[src/rtl/instr_enc_loader.sv]
// Instruction encoder / imem loader: packs decoded fields into 32-bit words and
// streams them to consecutive instruction-memory addresses through a one-entry output register.
module instr_enc_loader #(
  parameter int                ADDR_W    = 10,
  parameter logic [ADDR_W-1:0] BASE_ADDR = '0
) (
  input  logic              clk,
  input  logic              rst_n,
  input  logic              start,
  input  logic              in_valid,
  output logic              in_ready,
  input  logic [6:0]        in_opcode,
  input  logic [4:0]        in_rd,
  input  logic [4:0]        in_rs1,
  input  logic [4:0]        in_rs2,
  input  logic [2:0]        in_funct3,
  input  logic [6:0]        in_funct7,
  input  logic [31:0]       in_imm,
  input  logic              in_last,
  output logic              imem_we,
  input  logic              imem_ready,
  output logic [ADDR_W-1:0] imem_addr,
  output logic [31:0]       imem_wdata,
  output logic              busy,
  output logic              done,
  output logic              err,
  output logic [1:0]        err_code,
  output logic [ADDR_W-1:0] err_addr
);

  typedef enum logic [2:0] {
    S_IDLE,
    S_LOAD,
    S_DRAIN,
    S_DONE,
    S_ERR
  } state_t;

  localparam logic [6:0] OP_R   = 7'b0110011;
  localparam logic [6:0] OP_LW  = 7'b0000011;
  localparam logic [6:0] OP_SW  = 7'b0100011;
  localparam logic [6:0] OP_B   = 7'b1100011;
  localparam logic [6:0] OP_JAL = 7'b1101111;

  localparam logic [ADDR_W-1:0] LAST_ADDR = {{(ADDR_W-2){1'b1}}, 2'b00};
  localparam logic [ADDR_W-1:0] STEP      = ADDR_W'(4);

  localparam logic [1:0] EC_OPCODE   = 2'b01;
  localparam logic [1:0] EC_RANGE    = 2'b10;
  localparam logic [1:0] EC_OVERFLOW = 2'b11;

  state_t            state;
  logic [ADDR_W-1:0] ptr;
  logic              full;
  logic              stale;

  logic              wr_done;
  logic              accept;
  logic              own_pending;
  logic [ADDR_W-1:0] acc_addr;
  logic              overflow;
  logic [31:0]       enc_word;
  logic              bad_op;
  logic              bad_rng;
  logic              rng11;
  logic              rng13;
  logic              rng21;
  logic              align4;

  assign wr_done     = imem_we && imem_ready;
  assign in_ready    = (state == S_LOAD) && (!imem_we || imem_ready);
  assign accept      = in_valid && in_ready;
  assign busy        = (state == S_LOAD) || (state == S_DRAIN);

  // A write left over from a previous session must not move this session's pointer.
  assign own_pending = imem_we && !stale;
  assign acc_addr    = own_pending ? ptr + STEP : ptr;
  assign overflow    = full || (own_pending && (imem_addr == LAST_ADDR));

  assign rng11  = (&in_imm[31:11]) || !(|in_imm[31:11]);
  assign rng13  = (&in_imm[31:13]) || !(|in_imm[31:13]);
  assign rng21  = (&in_imm[31:21]) || !(|in_imm[31:21]);
  assign align4 = (in_imm[1:0] == 2'b00);

  always_comb begin
    enc_word = '0;
    bad_op   = 1'b0;
    bad_rng  = 1'b0;
    case (in_opcode)
      OP_R: begin
        enc_word = {in_funct7, in_rs2, in_rs1, in_funct3, in_rd, in_opcode};
      end
      OP_LW: begin
        enc_word = {in_imm[11:0], in_rs1, in_funct3, in_rd, in_opcode};
        bad_rng  = !rng11;
      end
      OP_SW: begin
        enc_word = {in_imm[11:5], in_rs2, in_rs1, in_funct3, in_imm[4:0], in_opcode};
        bad_rng  = !rng11;
      end
      OP_B: begin
        enc_word = {in_imm[13], in_imm[11:6], in_rs2, in_rs1, in_funct3,
                    in_imm[5:2], in_imm[12], in_opcode};
        bad_rng  = !rng13 || !align4;
      end
      OP_JAL: begin
        enc_word = {in_imm[21], in_imm[11:2], in_imm[12], in_imm[20:13], in_rd, in_opcode};
        bad_rng  = !rng21 || !align4;
      end
      default: begin
        bad_op = 1'b1;
      end
    endcase
  end

  always_ff @(posedge clk or negedge rst_n) begin
    if (!rst_n) begin
      state      <= S_IDLE;
      ptr        <= BASE_ADDR;
      full       <= 1'b0;
      stale      <= 1'b0;
      imem_we    <= 1'b0;
      imem_addr  <= BASE_ADDR;
      imem_wdata <= '0;
      done       <= 1'b0;
      err        <= 1'b0;
      err_code   <= 2'b00;
      err_addr   <= '0;
    end else begin
      if (wr_done) begin
        imem_we <= 1'b0;
        stale   <= 1'b0;
        if (!stale) begin
          ptr <= ptr + STEP;
          if (imem_addr == LAST_ADDR) begin
            full <= 1'b1;
          end
        end
      end

      case (state)
        S_IDLE, S_DONE, S_ERR: begin
          if (start) begin
            ptr      <= BASE_ADDR;
            full     <= 1'b0;
            stale    <= imem_we && !imem_ready;
            done     <= 1'b0;
            err      <= 1'b0;
            err_code <= 2'b00;
            err_addr <= '0;
            state    <= S_LOAD;
          end
        end

        S_LOAD: begin
          if (accept) begin
            // Error priority: opcode, then range, then overflow; any error wins over in_last.
            if (bad_op) begin
              err      <= 1'b1;
              err_code <= EC_OPCODE;
              err_addr <= acc_addr;
              state    <= S_ERR;
            end else if (bad_rng) begin
              err      <= 1'b1;
              err_code <= EC_RANGE;
              err_addr <= acc_addr;
              state    <= S_ERR;
            end else if (overflow) begin
              err      <= 1'b1;
              err_code <= EC_OVERFLOW;
              err_addr <= LAST_ADDR;
              state    <= S_ERR;
            end else begin
              imem_we    <= 1'b1;
              imem_addr  <= acc_addr;
              imem_wdata <= enc_word;
              if (in_last) begin
                state <= S_DRAIN;
              end
            end
          end
        end

        S_DRAIN: begin
          if (!imem_we || wr_done) begin
            done  <= 1'b1;
            state <= S_DONE;
          end
        end

        default: begin
          state <= S_IDLE;
        end
      endcase
    end
  end

endmodule

[config.mk]
export PLATFORM = sky130hd
export DESIGN_NAME = instr_enc_loader
export DESIGN_NICKNAME = d
export VERILOG_FILES = /design/src/rtl/instr_enc_loader.sv
export SDC_FILE = /design/constraint.sdc
export NUM_CORES = 1
export LEC_CHECK = 0
export CORE_UTILIZATION = 49
export DETAILED_ROUTE_END_ITERATION = 10
export PLACE_DENSITY = 0.87
export SYNTH_ARGS = -nofsm -noshare
export SYNTH_HDL_FRONTEND = slang
export SYNTH_SLANG_ARGS = --single-unit
[constraint.sdc]
create_clock -name clk -period 5.4 [get_ports clk]
set_input_delay 1.62 -clock clk [delete_from_list [all_inputs] [get_ports clk]]
set_output_delay 1.62 -clock clk [all_outputs]
set_load 0.02 [all_outputs]
# Word-level counts from Yosys, hierarchy flattened
# Cells that the tools add are included.
# word_totals
reg_bits	72
output_inout_bits	59
word_cells	120
# op_classes
n_addsub	1
n_eq_ne	15
muxes	49
bitwise_logic	2
n_reduce_logical	42
# op_table
op	count
32-bit case mux with 5 select lines	1
10-bit 2-to-1 mux	10
3-bit 2-to-1 mux	7
21-bit AND reduction	1
21-bit OR reduction	1
1-bit 2-to-1 mux	20
10-bit case mux with 2 select lines	1
19-bit AND reduction	1
19-bit OR reduction	1
7-bit by 6-bit equality test with 1-bit output (second input constant)	2
7-bit equality test (second input constant)	2
11-bit AND reduction	1
11-bit OR reduction	1
10-bit by 3-bit adder with 10-bit output (second input constant)	1
10-bit equality test (second input constant)	1
1-bit logical NOT	10
2-bit 2-to-1 mux	5
1-bit logical OR	9
3-bit case mux with 3 select lines	1
4-bit AND reduction	2
7-bit by 2-bit equality test with 1-bit output (second input constant)	1
3-bit by 2-bit equality test with 1-bit output (second input constant)	2
1-bit logical AND	6
5-bit != test (second input constant)	1
17 further kinds	21

# Depth between registers and ports, before layout
# Gate-level depths: netlist of run 1.
# depth
ltp_word	10
mapped_depth	9
depth_no_buf	6

# Least setup slack after synthesis of run 1
# OpenSTA, ideal clock, no wires.
# synth_path
path_kind	input to output
start	in imem_ready
end	out in_ready
t_arrival_ns	2.124
t_required_ns	3.780
setup_slack_ns	1.656
path_stages	2
cell_sequence	nand2b_1 > nor2b_1
# synth_between
elab_chain_len	2
# synth_rtl
item	line_no	source
start: declaration	21	input logic imem_ready,
1-bit logical OR	71	assign in_ready = (state == S_LOAD) && (!imem_we || imem_ready);
1-bit logical AND	71	
end: declaration	11	output logic in_ready,
# Every way passes these cells.

# Final worst setup path of run 1
# Same ends and word-level chain as after synthesis.

==> results of run 1 <==
cells in the mapped netlist, types with 5 or more instances:
| library cell | count |
|---|---|
| nand2_1 | 31 |
| clkbuf_1 | 9 |
| a22o_1 | 8 |
| or3_1 | 5 |
| mux2i_1 | 27 |
| nand3_1 | 10 |
| a222oi_1 | 17 |
| nor3_1 | 9 |
| a21oi_1 | 15 |
| inv_1 | 19 |
| o21ai_0 | 5 |
| xnor2_1 | 6 |
| nand4_1 | 6 |
| xor2_1 | 7 |
| buf_4 | 8 |
| dfrtp_1 | 67 |
| nor2_1 | 20 |
| nand2b_1 | 5 |
| mux2_1 | 20 |
flip-flops by register name (all words and copies together) (netlist names):
register	flops
imem_wdata	32
err_addr	9
imem_addr	8
ptr	8
state	3
err_code	2
done	1
err	1
full	1
imem_we	1
stale	1
logic make-up after synthesis:
| group | Yosys count | synth area share |
|---|---|---|
| AO/OA/AOI/OAI | 58 | 0.133 |
| flip-flops | 67 | 0.470 |
| AND/OR/NAND/NOR | 108 | 0.160 |
| buffers and inverters | 39 | 0.0522 |
| other | 1 | 0.00105 |
| adder cells (fa/ha/maj) | 2 | 0.00631 |
| multiplexers | 49 | 0.146 |
| XOR/XNOR | 13 | 0.0319 |
final timing paths:
kind | start | to | slack, ns
min in group asynchronous | rst_n | ptr[5]$_DFF_PN0_ | 1.30
setup reg to reg | imem_we$_DFF_PN0_ | imem_wdata[6]$_DFFE_PN0P_ | 2.94
setup / recovery | imem_ready | in_ready | 0.57
hold / removal | imem_wdata[0]$_DFFE_PN0P_ | imem_wdata[0]$_DFFE_PN0P_ | 0.48
max in group asynchronous | rst_n | imem_addr[8]$_DFFE_PN0P_ | 3.14
hold reg to reg | imem_wdata[0]$_DFFE_PN0P_ | imem_wdata[0]$_DFFE_PN0P_ | 0.48
final cells by class:
type | instances | area, sq um | share of cell area
inverters | 19 | 71.3 | 0.0140
clock buffers | 11 | 151 | 0.0296
flip-flops and latches | 67 | 1680 | 0.328
multi-input cells | 232 | 1720 | 0.337
clock inverters | 5 | 61.3 | 0.0120
well taps | 96 | 120 | 0.0235
repair buffers | 131 | 1310 | 0.256
power by group through the flow:
stage | logic, mW | clock network (mW) | registers (mW)
detailed placement | 0.498 | 0 | 0.641
finish | 0.495 | 0.438 | 0.635
global placement | 0.481 | 0 | 0.640
floorplan | 0.157 | 0 | 0.715
CTS | 0.500 | 0.444 | 0.634
global route | 0.529 | 0.464 | 0.644
routing by layer:
metal / vias up / track usage / routed length, um
met1: 1520 / 0.320 / 3850
met4: 0 / 0.122 / 236
met5: - / 0 / 0
met2: 158 / 0.467 / 4970
li1: 1480 / - / -
met3: 23 / 0.0664 / 749
==> metrics.txt, run 1 <==
FMAX=207 MHz; CP endpoint kind=primary output; fin crit share=0.895; cell taking the most area after synthesis=dfrtp_1; input/output buffers=~130; cells after synthesis=337; Reg2Reg Depth=6; die footprint=7630 sq um; RSZ-0062 raised after global routing=false; worst stage delay on the critical path=around 0.61 ns; most common cell after layout, fill and taps aside=clkdlybuf4s50_1; Clk Latency, worst-skew pair=0.35 ns; #FFs+latches synth=67; Final setup viols=0; Final Util=0.739; post-route cell area=around 5100 sq um; initial antenna violation count=0; Initial Utilization=0.517; number of global-route vias before repair=~3200; CTS tree=done; run status=finished clean; most frequent cells in the layout=125 x clkdlybuf4s50_1, 67 x dfrtp_1, 31 x nand2_1; Largest delay share family, worst path=buffers and inverters; largest net degree at the start of global routing=39; ys flop type=dfrtp_1; post-CTS setup buffers=0; n_diodes=0; row count=30; Sw Share=0.323; Sw Pwr=between 0.5 and 0.6 mW; Nets=approximately 530; Pre-Repair DR Iteration Count=10; Sink Count=between 60 and 70; Tot Pwr=about 1.6 mW; Crit Path Max Fanout=7; Routed Wire Length=9800 um; first-pass GRT wire length=15400 um; placed cell area=just under 5000 sq um; number of distinct library cells after synthesis=between 50 and 60; hold crit path type=flop to flop; Setup crit start kind=input port; clock slew at reported path FFs=about 0.080 ns; combinational share of power=0.316; skew final=0.0117 ns; chip height=~87 um; crit-path most repeated cell=clkdlybuf4s50_1; synth warn=0; Slew HR=0.330; Max clock buf depth=2; Area Growth Syn to Fin=43.0%; syn avg cell area=between 10 and 15 sq um; # hold bufs at CTS=0; Critical Path RT=3.78 ns; routed vias=3181; CP arrival=3.21 ns; Congestion Overflow GR=0; PwrDens=roughly 310 nW/um^2; Area contributors post-synth=dfrtp_1 47%, mux2i_1 7.6%, mux2_1 6.3%; WL/cell=17.5 um; root cell of the clock tree=clkbuf_8; post-cts resize count=0; CP Buf/Inv Count=2; placed cells=roughly 550; WHS=around 0.48 ns; Post-synth EDFFs=0; number of max-cap violations=0; CTS buffer count=9; worst setup margin=roughly 0.57 ns; layout cells sized above 1=0.0774; antenna-violating nets left=0; aggregate global-route resource usage=0.271; internal power=roughly 1.1 mW; chip width=between 80 and 90 um; Hold Fails Final Rpt=0; fill count=about 500; setup_tns=0 ns; Slowest-stage cell, CP=clkdlybuf4s50_1; Via density=about 5.7; pre-CTS setup slack=0.523 ns; sequential share of the synthesized area=0.470; initial DRC count=slightly above 300; Setup CP Type=input port to primary output; drc violations=0; GP Congestion=a little over 0.9; register share of total power=0.405; Worst Hold Depth=1; fin. max-slew vios=0; Static Leak=roughly 2.3 nW; Least-Margin Pin Slew=approximately 1 ns; CP Depth=4; top cell type's share of synthesized area=0.470; Clk pwr share=0.279; Async S/R FF share, synth=1.00; DP Wirelength=~7300 um; worst-path cell chain=clkdlybuf4s50_1 -> nand2b_1 -> nor2b_1 -> clkdlybuf4s50_1; Tmin final=just under 5 ns; CTS H-Tree Depth=3; post-synthesis cell area=3570 sq um; IO Pins=129; VDD IR-drop max=0.000247 V; Layout Cells excl Fill=561; area of the core=approximately 7000 sq um
Power figures use the tool's default switching activity.
==> inputs of run 2 (changes only) <==
==> constraint.sdc (replaced) <==
create_clock -name clk -period 5.4 [get_ports clk]
set_input_delay 1.62 -clock clk [delete_from_list [all_inputs] [get_ports clk]]
set_output_delay 1.62 -clock clk [all_outputs]
set_load 0.01 [all_outputs]
==> metrics.txt, run 2 (same netlist as run 1, synthesis figures left out) <==
run status=finished clean; area of the core=6910 sq um (unchanged); hold path start=imem_wdata[1]$_DFFE_PN0P_; worst setup margin=0.598 ns (+0.0326 ns); Critical Path RT=3.78 ns (about the same); CTS tree=done; setup_tns=0 ns (unchanged); worst stage delay on the critical path=0.63 ns (+0.02 ns); antenna-violating nets left=0 (unchanged); Setup crit start kind=input port; Static Leak=2.34 nW (about the same); Congestion Overflow GR=0 (unchanged); Routed Wire Length=9420 um (-3.9%); root cell of the clock tree=clkbuf_8; Clk Latency, worst-skew pair=0.34 ns (about the same); PwrDens=290 nW/um^2 (-5.4%); pre-CTS setup slack=0.558 ns (+0.0352 ns); first-pass GRT wire length=15100 um (-2.3%); Max Used Layer=met4; Nets=531 (unchanged); initial DRC count=285 (-6.6%); chip width=87.4 um (unchanged); fin. max-slew vios=0 (unchanged); n_diodes=0 (unchanged); Least-Margin Pin Slew=0.906 ns (-0.0978 ns); biggest regs=imem_wdata (32), err_addr (9); fill count=502 (+1.4%); row count=30 (unchanged); hold crit path type=flop to flop; worst hold endpoint=imem_wdata[1]$_DFFE_PN0P_; drc violations=0 (unchanged); Sink Count=67 (unchanged); Pre-Repair DR Iteration Count=7 (-3); largest net degree at the start of global routing=39 (unchanged); post-cts resize count=0 (unchanged); number of global-route vias before repair=3175 (-1.0%); wire length on met3=852 um (+14%); most common cell after layout, fill and taps aside=clkdlybuf4s50_1; Detail Route met2 WL=4580 um (-7.7%); Biggest register=imem_wdata; CTS buffer count=9 (unchanged); Worst R2R End=imem_wdata[2]$_DFFE_PN0P_; Slowest-stage cell, CP=clkdlybuf4s50_1; die footprint=7630 sq um (unchanged); Area Growth Syn to Fin=42.5%; Worst R2R Setup Slack=2.99 ns (+0.05 ns); Slew HR=0.395 (+0.0653); WL/cell=16.8 um (-3.9%); routed vias=3212 (+0.97%); VDD IR-drop max=0.000198 V (-20%); post-CTS setup buffers=0 (unchanged); fin crit share=0.889 (-0.00604); # hold bufs at CTS=0 (unchanged); DP Wirelength=7220 um (-1.4%); max reg flops=32 (unchanged); Tmin final=4.80 ns (-0.0326 ns); FMAX=208 MHz (+0.68%); number of max-cap violations=0 (unchanged); crit-path most repeated cell=clkdlybuf4s50_1; skew final=0.00738 ns (-0.00427 ns); Reg2Reg Depth=6 (unchanged); Hold Fails Final Rpt=0 (unchanged); Max clock buf depth=2 (unchanged); CTS H-Tree Depth=3 (unchanged); most frequent cells in the layout=125 x clkdlybuf4s50_1, 67 x dfrtp_1, 31 x nand2_1; CP arrival=3.18 ns (-0.03 ns); CP endpoint kind=primary output; IO Pins=129 (unchanged); Worst Hold Depth=1 (unchanged); RSZ-0062 raised after global routing=false; WL met1=3750 um (-2.4%); GP Congestion=0.924 (+0.46%); worst-path cell chain=clkdlybuf4s50_1 -> nand2b_1 -> nor2b_1 -> clkdlybuf4s50_1; chip height=87.4 um (unchanged); Final setup viols=0 (unchanged); aggregate global-route resource usage=0.261 (-0.0105); input/output buffers=126 (unchanged); initial antenna violation count=0 (unchanged); Setup CP Type=input port to primary output; Final Util=0.737 (-0.00272); Via density=5.73 (+0.97%); clock slew at reported path FFs=0.07 ns (about the same); layout cells sized above 1=0.0753 (-0.00215); reg2reg start=imem_we$_DFF_PN0_; Crit Path Max Fanout=7 (unchanged); Initial Utilization=0.517 (unchanged)
run 2: cell types whose count changed in the layout (fill, tap and decap cells not counted):
cell / change
clkbuf_1: +1
clkbuf_8: -1
clkinv_2: +3
clkinv_4: -1
clkinvlp_4: -2
run 2: final cells by class:
cell class / count / area [sq um] / share of cell area
clock buffers: 11 / 141 / 0.0278
clock inverters: 5 / 52.6 / 0.0103
repair buffers: 131 / 1310 / 0.257
flip-flops and latches: 67 / 1680 / 0.330
multi-input cells: 232 / 1720 / 0.338
inverters: 19 / 71.3 / 0.0140
well taps: 96 / 120 / 0.0236
run 2: critical path: cells and delay by family:
kind	cells	cell delay, ns
AND/OR/NAND/NOR	2	0.39
buffers and inverters	2	1.17
run 2: layer usage:
layer | GRT usage | vias to the layer above
li1 | - | 1480
met1 | 0.327 | 1541
met2 | 0.425 | 167
met3 | 0.0711 | 24
met4 | 0.109 | 0
met5 | 0 | -
run 2: worst max path at each step:
stage | to | startpoint | slack (ns) | cells after the start
after global placement | in_ready | imem_ready | 0.61 | 4
after global routing | in_ready | imem_ready | 0.52 | 4
after detailed placement | imem_wdata[2]$_DFFE_PN0P_ | in_imm[31] | 0.56 | 8
final | in_ready | imem_ready | 0.60 | 4
after CTS | in_ready | imem_ready | 0.60 | 4
after floorplan | in_ready | imem_ready | 1.79 | 2
run 2: metrics by stage:
step / cells / hold WS (ns) / total power, mW / instance area [sq um]
floorplan: 338 / 0.504 / 0.811 / 3570
global placement: 545 / 0.461 / 1.06 / 4890
detailed placement: 545 / 0.462 / 1.08 / 4890
CTS: 561 / 0.479 / 1.49 / 5090
global route: 561 / 0.505 / 1.55 / 5090
finish: 561 / 0.484 / 1.48 / 5090
run 2: power by group:
group / switching, mW / internal, mW
logic: 0.187 / 0.242
clock network: 0.188 / 0.224
registers: 0.0571 / 0.579
total: 0.433 / 1.04
